--- config.mk ---
export PLATFORM = sky130hd
export DESIGN_NAME = vga_timing_gen
export DESIGN_NICKNAME = d
export VERILOG_FILES = /design/src/rtl/vga_timing_gen.sv
export SDC_FILE = /design/constraint.sdc
export NUM_CORES = 1
export LEC_CHECK = 0
export ABC_AREA = 1
export CORE_MARGIN = 4
export CORE_UTILIZATION = 45
export DETAILED_ROUTE_END_ITERATION = 6
export PLACE_DENSITY_LB_ADDON = 0.05
export SLEW_MARGIN = 20
export SYNTH_ARGS = -nofsm -noshare
export SYNTH_HDL_FRONTEND = slang
export SYNTH_SLANG_ARGS = --single-unit
--- constraint.sdc ---
create_clock -name pclk -period 2.8 [get_ports pclk]
set_clock_uncertainty 0.15 [all_clocks]
set_input_delay 0.56 -clock pclk [delete_from_list [all_inputs] [get_ports pclk]]
set_output_delay 0.56 -clock pclk [all_outputs]
set_load 0.005 [all_outputs]
--- src/rtl/vga_timing_gen.sv ---
// Purpose : parametrised VGA raster timing (counters, syncs, DE, frame/line strobes).
// Latency : all outputs registered; hsync/vsync/de lag hcount/vcount by PIPE_DLY ce cycles.
// Flow    : no backpressure; ce low freezes every register, so all outputs hold.
// Ports   : pclk/rst_n/ce in; hcount/vcount position; hsync/vsync/de (delayed);
//           sof (strobe at 0,0) and sol (strobe at hcount 0), both undelayed.
module vga_timing_gen #(
    parameter int H_ACTIVE = 640,
    parameter int H_FP     = 16,
    parameter int H_SYNC   = 96,
    parameter int H_BP     = 48,
    parameter int V_ACTIVE = 480,
    parameter int V_FP     = 10,
    parameter int V_SYNC   = 2,
    parameter int V_BP     = 33,
    parameter int H_POL    = 0,
    parameter int V_POL    = 0,
    parameter int HCNT_W   = 10,
    parameter int VCNT_W   = 10,
    parameter int PIPE_DLY = 0
) (
    input  logic              pclk,
    input  logic              rst_n,
    input  logic              ce,
    output logic [HCNT_W-1:0] hcount,
    output logic [VCNT_W-1:0] vcount,
    output logic              hsync,
    output logic              vsync,
    output logic              de,
    output logic              sof,
    output logic              sol
);

    localparam int H_TOTAL = H_ACTIVE + H_FP + H_SYNC + H_BP;
    localparam int V_TOTAL = V_ACTIVE + V_FP + V_SYNC + V_BP;

    localparam logic [HCNT_W-1:0] H_LAST     = HCNT_W'(H_TOTAL - 1);
    localparam logic [HCNT_W-1:0] H_ACT_END  = HCNT_W'(H_ACTIVE);
    localparam logic [HCNT_W-1:0] H_SYNC_BEG = HCNT_W'(H_ACTIVE + H_FP);
    // Back porch of at least one pixel keeps this end bound inside the counter range.
    localparam logic [HCNT_W-1:0] H_SYNC_END = HCNT_W'(H_ACTIVE + H_FP + H_SYNC);

    localparam logic [VCNT_W-1:0] V_LAST     = VCNT_W'(V_TOTAL - 1);
    localparam logic [VCNT_W-1:0] V_ACT_END  = VCNT_W'(V_ACTIVE);
    localparam logic [VCNT_W-1:0] V_SYNC_BEG = VCNT_W'(V_ACTIVE + V_FP);
    localparam logic [VCNT_W-1:0] V_SYNC_END = VCNT_W'(V_ACTIVE + V_FP + V_SYNC);

    localparam logic HS_ON  = (H_POL != 0);
    localparam logic HS_OFF = ~HS_ON;
    localparam logic VS_ON  = (V_POL != 0);
    localparam logic VS_OFF = ~VS_ON;

    logic [HCNT_W-1:0] r_hcount;
    logic [VCNT_W-1:0] r_vcount;
    logic              r_sof;
    logic              r_sol;
    // Stage 0 holds the undelayed flag; stage PIPE_DLY is what leaves the block.
    logic [PIPE_DLY:0] r_de_sr;
    logic [PIPE_DLY:0] r_hs_sr;
    logic [PIPE_DLY:0] r_vs_sr;

    logic [HCNT_W-1:0] w_hcount_nxt;
    logic [VCNT_W-1:0] w_vcount_nxt;
    logic              w_de_nxt;
    logic              w_hs_nxt;
    logic              w_vs_nxt;

    // Flags are decoded from the next counter values so the registered flag
    // lines up with the registered counter it describes.
    always_comb begin
        w_hcount_nxt = r_hcount + HCNT_W'(1);
        w_vcount_nxt = r_vcount;
        if (r_hcount == H_LAST) begin
            w_hcount_nxt = '0;
            w_vcount_nxt = (r_vcount == V_LAST) ? '0 : r_vcount + VCNT_W'(1);
        end
        w_de_nxt = (w_hcount_nxt < H_ACT_END) && (w_vcount_nxt < V_ACT_END);
        w_hs_nxt = ((w_hcount_nxt >= H_SYNC_BEG) && (w_hcount_nxt < H_SYNC_END)) ? HS_ON : HS_OFF;
        w_vs_nxt = ((w_vcount_nxt >= V_SYNC_BEG) && (w_vcount_nxt < V_SYNC_END)) ? VS_ON : VS_OFF;
    end

    // Reset parks the counters on the last pixel of the frame so the first
    // enabled cycle lands on (0,0) with sof/sol raised.
    always_ff @(posedge pclk or negedge rst_n) begin
        if (!rst_n) begin
            r_hcount <= H_LAST;
            r_vcount <= V_LAST;
            r_sof    <= 1'b0;
            r_sol    <= 1'b0;
            r_de_sr  <= '0;
            r_hs_sr  <= {(PIPE_DLY + 1){HS_OFF}};
            r_vs_sr  <= {(PIPE_DLY + 1){VS_OFF}};
        end else if (ce) begin
            r_hcount <= w_hcount_nxt;
            r_vcount <= w_vcount_nxt;
            r_sol    <= (w_hcount_nxt == '0);
            r_sof    <= (w_hcount_nxt == '0) && (w_vcount_nxt == '0);
            for (int i = PIPE_DLY; i > 0; i--) begin
                r_de_sr[i] <= r_de_sr[i-1];
                r_hs_sr[i] <= r_hs_sr[i-1];
                r_vs_sr[i] <= r_vs_sr[i-1];
            end
            r_de_sr[0] <= w_de_nxt;
            r_hs_sr[0] <= w_hs_nxt;
            r_vs_sr[0] <= w_vs_nxt;
        end
    end

    assign hcount = r_hcount;
    assign vcount = r_vcount;
    assign sof    = r_sof;
    assign sol    = r_sol;
    assign de     = r_de_sr[PIPE_DLY];
    assign hsync  = r_hs_sr[PIPE_DLY];
    assign vsync  = r_vs_sr[PIPE_DLY];

endmodule

==> results of run 1 <==
-- power groups by stage --
| stage | registers, mW | logic (mW) | clock network [mW] |
|---|---|---|---|
| floorplan | 0.566 | 0.312 | 0 |
| finish | 0.581 | 0.530 | 0.216 |
| global route | 0.601 | 0.598 | 0.242 |
| global placement | 0.586 | 0.528 | 0 |
| detailed placement | 0.588 | 0.527 | 0 |
| CTS | 0.582 | 0.531 | 0.226 |
-- layout make-up --
| cell class | instances | area, um2 |
|---|---|---|
| inverter | 35 | 136 |
| clock buffer | 4 | 45.0 |
| multi-input combinational | 213 | 1010 |
| tap | 48 | 60.1 |
| timing repair buffer | 29 | 285 |
| sequential | 25 | 641 |
| fill | 372 | 1590 |
-- how the worst max path moves through the flow --
stage           endpoint      start  slack (ns)  depth (start not counted)
3_3_place_gp         sof  hcount[1]        0.72                         11
3_5_place_dp         sof  hcount[1]        0.72                         11
2_1_floorplan         de  hcount[1]        0.91                         10
4_1_cts        vcount[2]  vcount[2]        0.67                          1
6_report       vcount[2]  vcount[2]        0.68                          1
5_1_grt               de  hcount[1]        0.50                         10
-- cells by family (layout without fill, tap and decap cells) --
| group | count (synthesis) | in the layout | share of synthesized area [%] |
|---|---|---|---|
| and+or+nand+nor | 178 | 178 | 43.8 |
| buffers and inverters | 40 | 68 | 8.77 |
| AOI/OAI and AO/OA | 31 | 31 | 9.53 |
| DFF | 25 | 25 | 35.4 |
| adders and majority gates | 3 | 3 | 2.07 |
| xor gates and xnor gates | 1 | 1 | 0.484 |
-- Yosys cell counts (all sizes together), types with 2 or more instances --
cell and number:
o21bai 2, ha 3, o21ai 23, dfstp 12
nand2 108, nor2 31, dfrtp 13, inv 34
o21a 2, clkbuf 4, nor3 2, nand4 6
a21oi 4, nand3 27
-- sequential cells by signal, summed over array words and instances, names as in the netlist --
name,count
de,1
sol,1
vcount,10
hcount,10
hsync,1
vsync,1
sof,1
-- metrics by stage --
step	utilization [%]	hold WS [ns]
6_report	57.8	0.325
3_3_place_gp	56.6	0.311
5_1_grt	57.8	0.364
2_1_floorplan	-	0.114
3_5_place_dp	56.6	0.307
4_1_cts	57.8	0.327
-- routing by layer --
| metal | global-route usage (%) | routed length, um | up-vias |
|---|---|---|---|
| met1 | 27.9 | 2210 | 764 |
| met4 | 5.01 | 65 | 0 |
| li1 | - | - | 935 |
| met3 | 4.63 | 334 | 10 |
| met5 | 0 | 0 | - |
| met2 | 26.0 | 1820 | 60 |
==> out/results.md, run 1 <==
| Result | Reported |
|---|---|
| Sort of element at the start of the critical path | flop |
| Worst Hold Path Cells | 2 |
| Required time worst endpoint | 2.09 ns |
| Final Setup Violations | 0 |
| Biggest cell delay along the critical path | 0.61 ns |
| Growth of design area from synthesis to finish | 20.3% |
| Post-DP HPWL | 3390 um |
| Period Utilization, post-route | 75.6% |
| Gr ovfl total | 0 |
| Most frequently used flop master after synthesis | dfrtp_1 |
| Count of synthesis-stage warnings from yosys | 0 |
| Routed WL per cell | 12.5 um |
| Max-cap violation count | 0 |
| Summed negative setup slack over all endpoints | 0 ns |
| Leakage component of the power | 1.07 nW |
| Die width | 71.5 um |
| WL final | 4430 um |
| Total power divided by cell area | 609 mW/mm2 |
| Die H | 71.5 um |
| WS Path Type | reg -> out |
| RSZ-0062 raised after global routing | no |
| Final critical-path required period | 2.12 ns |
| Sink count of the clock tree | 25 |
| Global-route wire length before repair | 7530 um |
| Source of the worst register-to-register timing path | hcount[1] |
| Mapped cell area | 0.00181 mm2 |
| Avg Vias per Cell | 5.00 |
| Routed via count | 1769 |
| Flops & latches, synth | 25 |
| Num ports | 28 |
| CTS root buffer | clkbuf_8 |
| Post-place instance area | 0.00213 mm2 |
| Final-stage net count | 313 |
| Cell total after placement | 350 |
| Post-Synthesis Net Count | 284 |
| Clock latency reported for the late side of the worst-skew pair | 0.28 ns |
| Total internal power | 0.816 mW |
| Sw Ratio | 38.5% |
| Worst Reg-to-Reg Cells | 11 |
| Clock slew seen by the registers of the worst setup and hold paths | 0.09 ns |
| Antenna violations before repair | 0 |
| Sw Pwr | 0.511 mW |
| Number of post-CTS setup repair buffers | 0 |
| Launch point of the worst hold path | hsync |
| Number of routed nets with antenna violations | 0 |
| Floorplan core area | 0.00377 mm2 |
| Total number of H-tree levels | 1 |
| Number of buffers inserted during clock tree synthesis | 3 |
| Cell-by-cell trace of the critical path | clkdlybuf4s50_1 |
| Arrival @ worst endpoint | 1.41 ns |
| Min-Delay Endpoint | hsync |
| First-pass DRT Iterations | 4 |
| Slew at the pin closest to its max-slew limit | 0.700 ns |
| Worst flop-to-flop path endpoint | sof |
| Pin count of the biggest net entering global routing | 27 |
| Logic pwr share | 40.0% |
| Leading cell types in the layout, fill and taps excluded | 105 x nand2_1, 33 x inv_1, 29 x nor2_1 |
| Asr flop ratio synth | 100% |
| CTS tree | yes |
| Setup slack after placement | 0.720 ns |
| Peak clock frequency supported by timing | 473 MHz |
| Number of input and output port buffers inserted | 27 |
| Number of hold-repair buffers added at the cts stage | 0 |
| Number of enable flip-flop cells after synthesis | 0 |
| CP endpoint kind | output port |
| Overall power consumption | 1.33 mW |
| Share of post-route cells with drive strength above 1 | 9.80% |
| Part of the power in registers | 43.7% |
| Fin cells | 354 |
| Maximum ir drop on the vdd rail | 462 uV |
| Syn avg cell area | 6.52 um2 |
| Class of the most critical hold timing path | reg -> reg |
| Effective utilization at floorplan | 48.0% |
| Iter 0 DRT Violations | 148 |
| Clock share of power | 16.3% |
| Standard-cell rows | 22 |
| Biggest area contributors in the synthesized netlist | nand2_1 22%, dfrtp_1 18%, dfstp_2 17% |
| Number of global-route vias before repair | 1571 |
| Area share of the largest cell type after synthesis | 21.8% |
| Most common cell after layout, fill and taps aside | nand2_1 |
| Die area | 0.00511 mm2 |
| Largest delay share family, worst path | flip-flops |
| PnR worst setup slack | 0.684 ns |
| Count of cells resized by post-cts repair | 0 |
| Crit-path slowest cell | dfstp_2 |
| Design area | 0.00218 mm2 |
| Final weighted congestion of routability-driven global placement | 0.925 |
| Most area-hungry cell type in the Yosys netlist | nand2_1 |
| Clock tree buffer depth | 2 |
| Run status | finished clean |
| R2R setup slack | 0.69 ns |
| Global-route usage over all layers | 18.5% |
| Sequential share of the synthesized area | 35.4% |
| Final Slew Violations | 0 |
| Antenna fix cells | 0 |
| CP Max Fanout | 8 |
| Endpoints failing hold | 0 |
| Number of standard cells after synthesis | 278 |
| Number of remaining DRC errors | 0 |
| Buffers and inverters on the worst path | 1 |
| Number of library cell types mapped by synthesis | 30 |
| Tightest slew margin relative to the limit | 53.3% |
(Power assumes the default switching activity.)
==> run 2: changes to the inputs <==
clock period = 2.05 ns   (was 2.8 ns; I/O delays follow)
==> out/results.md, run 2 (same netlist as run 1, synthesis figures left out) <==
| Result | Reported | vs previous |
|---|---|---|
| Buffers and inverters on the worst path | 2 | +1 |
| Global-route usage over all layers | 18.3% | -0.23 points |
| Tightest slew margin relative to the limit | 78.7% | +25 points |
| Final-stage net count | 333 | +6.4% |
| Die area | 0.00511 mm2 | unchanged |
| Min-Delay Endpoint | hsync |  |
| Antenna violations before repair | 0 | unchanged |
| Die width | 71.5 um | unchanged |
| Iter 0 DRT Violations | 144 | -2.7% |
| Number of global-route vias before repair | 1637 | +4.2% |
| Leakage component of the power | 1.18 nW | +11% |
| Growth of design area from synthesis to finish | 33.6% |  |
| Final critical-path required period | 2.00 ns |  |
| WS Path Type | reg -> out |  |
| Gr ovfl total | 0 | unchanged |
| Final weighted congestion of routability-driven global placement | 0.930 | +0.57% |
| WL final | 4760 um | +7.6% |
| Worst Reg-to-Reg Cells | 10 | -1 |
| Arrival @ worst endpoint | 1.44 ns | +0.03 ns |
| Number of remaining DRC errors | 0 | unchanged |
| Floorplan core area | 0.00377 mm2 | unchanged |
| Total power divided by cell area | 801 mW/mm2 | +32% |
| Run status | finished clean |  |
| Effective utilization at floorplan | 48.0% | unchanged |
| Sort of element at the start of the critical path | flop |  |
| First-pass DRT Iterations | 4 | unchanged |
| Max-cap violation count | 0 | unchanged |
| Share of post-route cells with drive strength above 1 | 21.5% | +12 points |
| Total number of H-tree levels | 1 | unchanged |
| Class of the most critical hold timing path | reg -> reg |  |
| Cell-by-cell trace of the critical path | buf_4, clkdlybuf4s50_1 |  |
| Source of the worst register-to-register timing path | hcount[1] |  |
| Num ports | 28 | unchanged |
| Clock slew seen by the registers of the worst setup and hold paths | 0.09 ns | about the same |
| Number of filler cells placed in the layout | 348 | -6.5% |
| Number of buffers inserted during clock tree synthesis | 3 | unchanged |
| CP endpoint kind | output port |  |
| Clock latency reported for the late side of the worst-skew pair | 0.27 ns | about the same |
| Maximum ir drop on the vdd rail | 618 uV | +34% |
| R2R setup slack | 0.10 ns | -0.59 ns |
| Post-DP HPWL | 3540 um | +4.3% |
| Period Utilization, post-route | 97.6% |  |
| Most common cell after layout, fill and taps aside | nand2_1 |  |
| Sink count of the clock tree | 25 | unchanged |
| Worst Hold Path Cells | 2 | unchanged |
| Crit-path slowest cell | dfstp_2 |  |
| RSZ-0062 raised after global routing | yes |  |
| CP Max Fanout | 4 | -4 |
| Launch point of the worst hold path | hsync |  |
| Global-route wire length before repair | 7580 um | +0.56% |
| Pin count of the biggest net entering global routing | 26 | -3.7% |
| Biggest cell delay along the critical path | 0.54 ns | -0.07 ns |
| Required time worst endpoint | 1.49 ns | -0.60 ns |
| Final Util | 64.2% | +6.4 points |
| Worst flop-to-flop path endpoint | sol |  |
| Avg Vias per Cell | 5.03 | +0.65% |
| Antenna fix cells | 0 | unchanged |
| Final Slew Violations | 0 | unchanged |
| Overall power consumption | 1.94 mW | +46% |
| CTS root buffer | clkbuf_8 |  |
| Number of hold-repair buffers added at the cts stage | 0 | unchanged |
| Leading cell types in the layout, fill and taps excluded | 99 x nand2_1, 33 x inv_1, 26 x clkdlybuf4s50_1 |  |
| Number of routed nets with antenna violations | 0 | unchanged |
| Final Setup Violations | 0 | unchanged |
| Peak clock frequency supported by timing | 500 MHz |  |
| Endpoints failing hold | 0 | unchanged |
| CTS tree | yes |  |
| Die H | 71.5 um | unchanged |
| Routed WL per cell | 12.7 um | +1.9% |
| Tightest hold margin | 0.319 ns | -0.00620 ns |
| Largest delay share family, worst path | buffers and inverters |  |
| Number of input and output port buffers inserted | 27 | unchanged |
| Slew at the pin closest to its max-slew limit | 0.320 ns | -0.379 ns |
| Clock tree buffer depth | 2 | unchanged |
| Routed via count | 1881 | +6.3% |
| Standard-cell rows | 22 | unchanged |
run 2: cell types whose count changed in the layout (fill, tap and decap cells not counted), sizes merged:
cell           delta
buf              +19
dlymetal6s2s      +1
nand3             +1
clkdlybuf4s50     -1
run 2: tightest hold or removal path: stages (launching register included):
cell     delay [ns]
dfstp_2        0.38
nand2_1        0.05
nand2_1        0.04
run 2: area by class of cell:
class | instances | area, um2 | area share [%]
well taps | 48 | 60.1 | 2.48
multi-input cells | 214 | 1110 | 45.7
inverters | 35 | 136 | 5.63
flip-flops and latches | 25 | 642 | 26.5
repair buffers | 48 | 430 | 17.8
clock buffers | 4 | 45.0 | 1.86
run 2: routing by layer:
| metal | GRT usage [%] | wire [um] |
|---|---|---|
| met1 | 27.4 | 2430 |
| met2 | 27.2 | 2070 |
| met3 | 3.23 | 218 |
| met4 | 3.97 | 45 |
| met5 | 0 | 0 |
run 2: worst max-delay path by stage:
stage | startpoint | endpoint | cells after the start
detailed placement | hcount[0] | de | 10
global route | hcount[1] | sof | 11
finish | vcount[3] | vcount[3] | 2
floorplan | hcount[1] | de | 10
CTS | hcount[0] | de | 10
global placement | hcount[0] | de | 10
run 2: repair_timing:
item                       4_1_cts  5_1_grt
gates resized for setup          0       25
pin swaps                        0       12
gates cloned                     0        1
setup endpoints to repair        1        5
setup buffers                    1        6
run 2: power breakdown:
| group | switching, mW | internal [mW] | total (mW) | leakage, nW |
|---|---|---|---|---|
| clock network | 0.154 | 0.139 | 0.293 | 0.0228 |
| logic | 0.449 | 0.419 | 0.868 | 0.866 |
| registers | 0.144 | 0.634 | 0.778 | 0.295 |
run 2: metrics by stage:
| stage | TNS (ns) | instances | setup slack (ns) | area, um2 |
|---|---|---|---|---|
| after floorplan | 0 | 278 | 0.155 | 1810 |
| after global placement | -0.0223 | 362 | -0.0223 | 2220 |
| after detailed placement | 0 | 362 | 0.0198 | 2220 |
| after CTS | 0 | 367 | 0.00706 | 2280 |
| after global routing | -0.0248 | 374 | -0.0248 | 2420 |
| final | 0 | 374 | 0.0483 | 2420 |
==> run 3: changes to the inputs <==
CTS_CLUSTER_DIAMETER = 80   (was default)
==> results of run 3 <==
The final DEF is identical to that of run 2; final timing and power are the same.
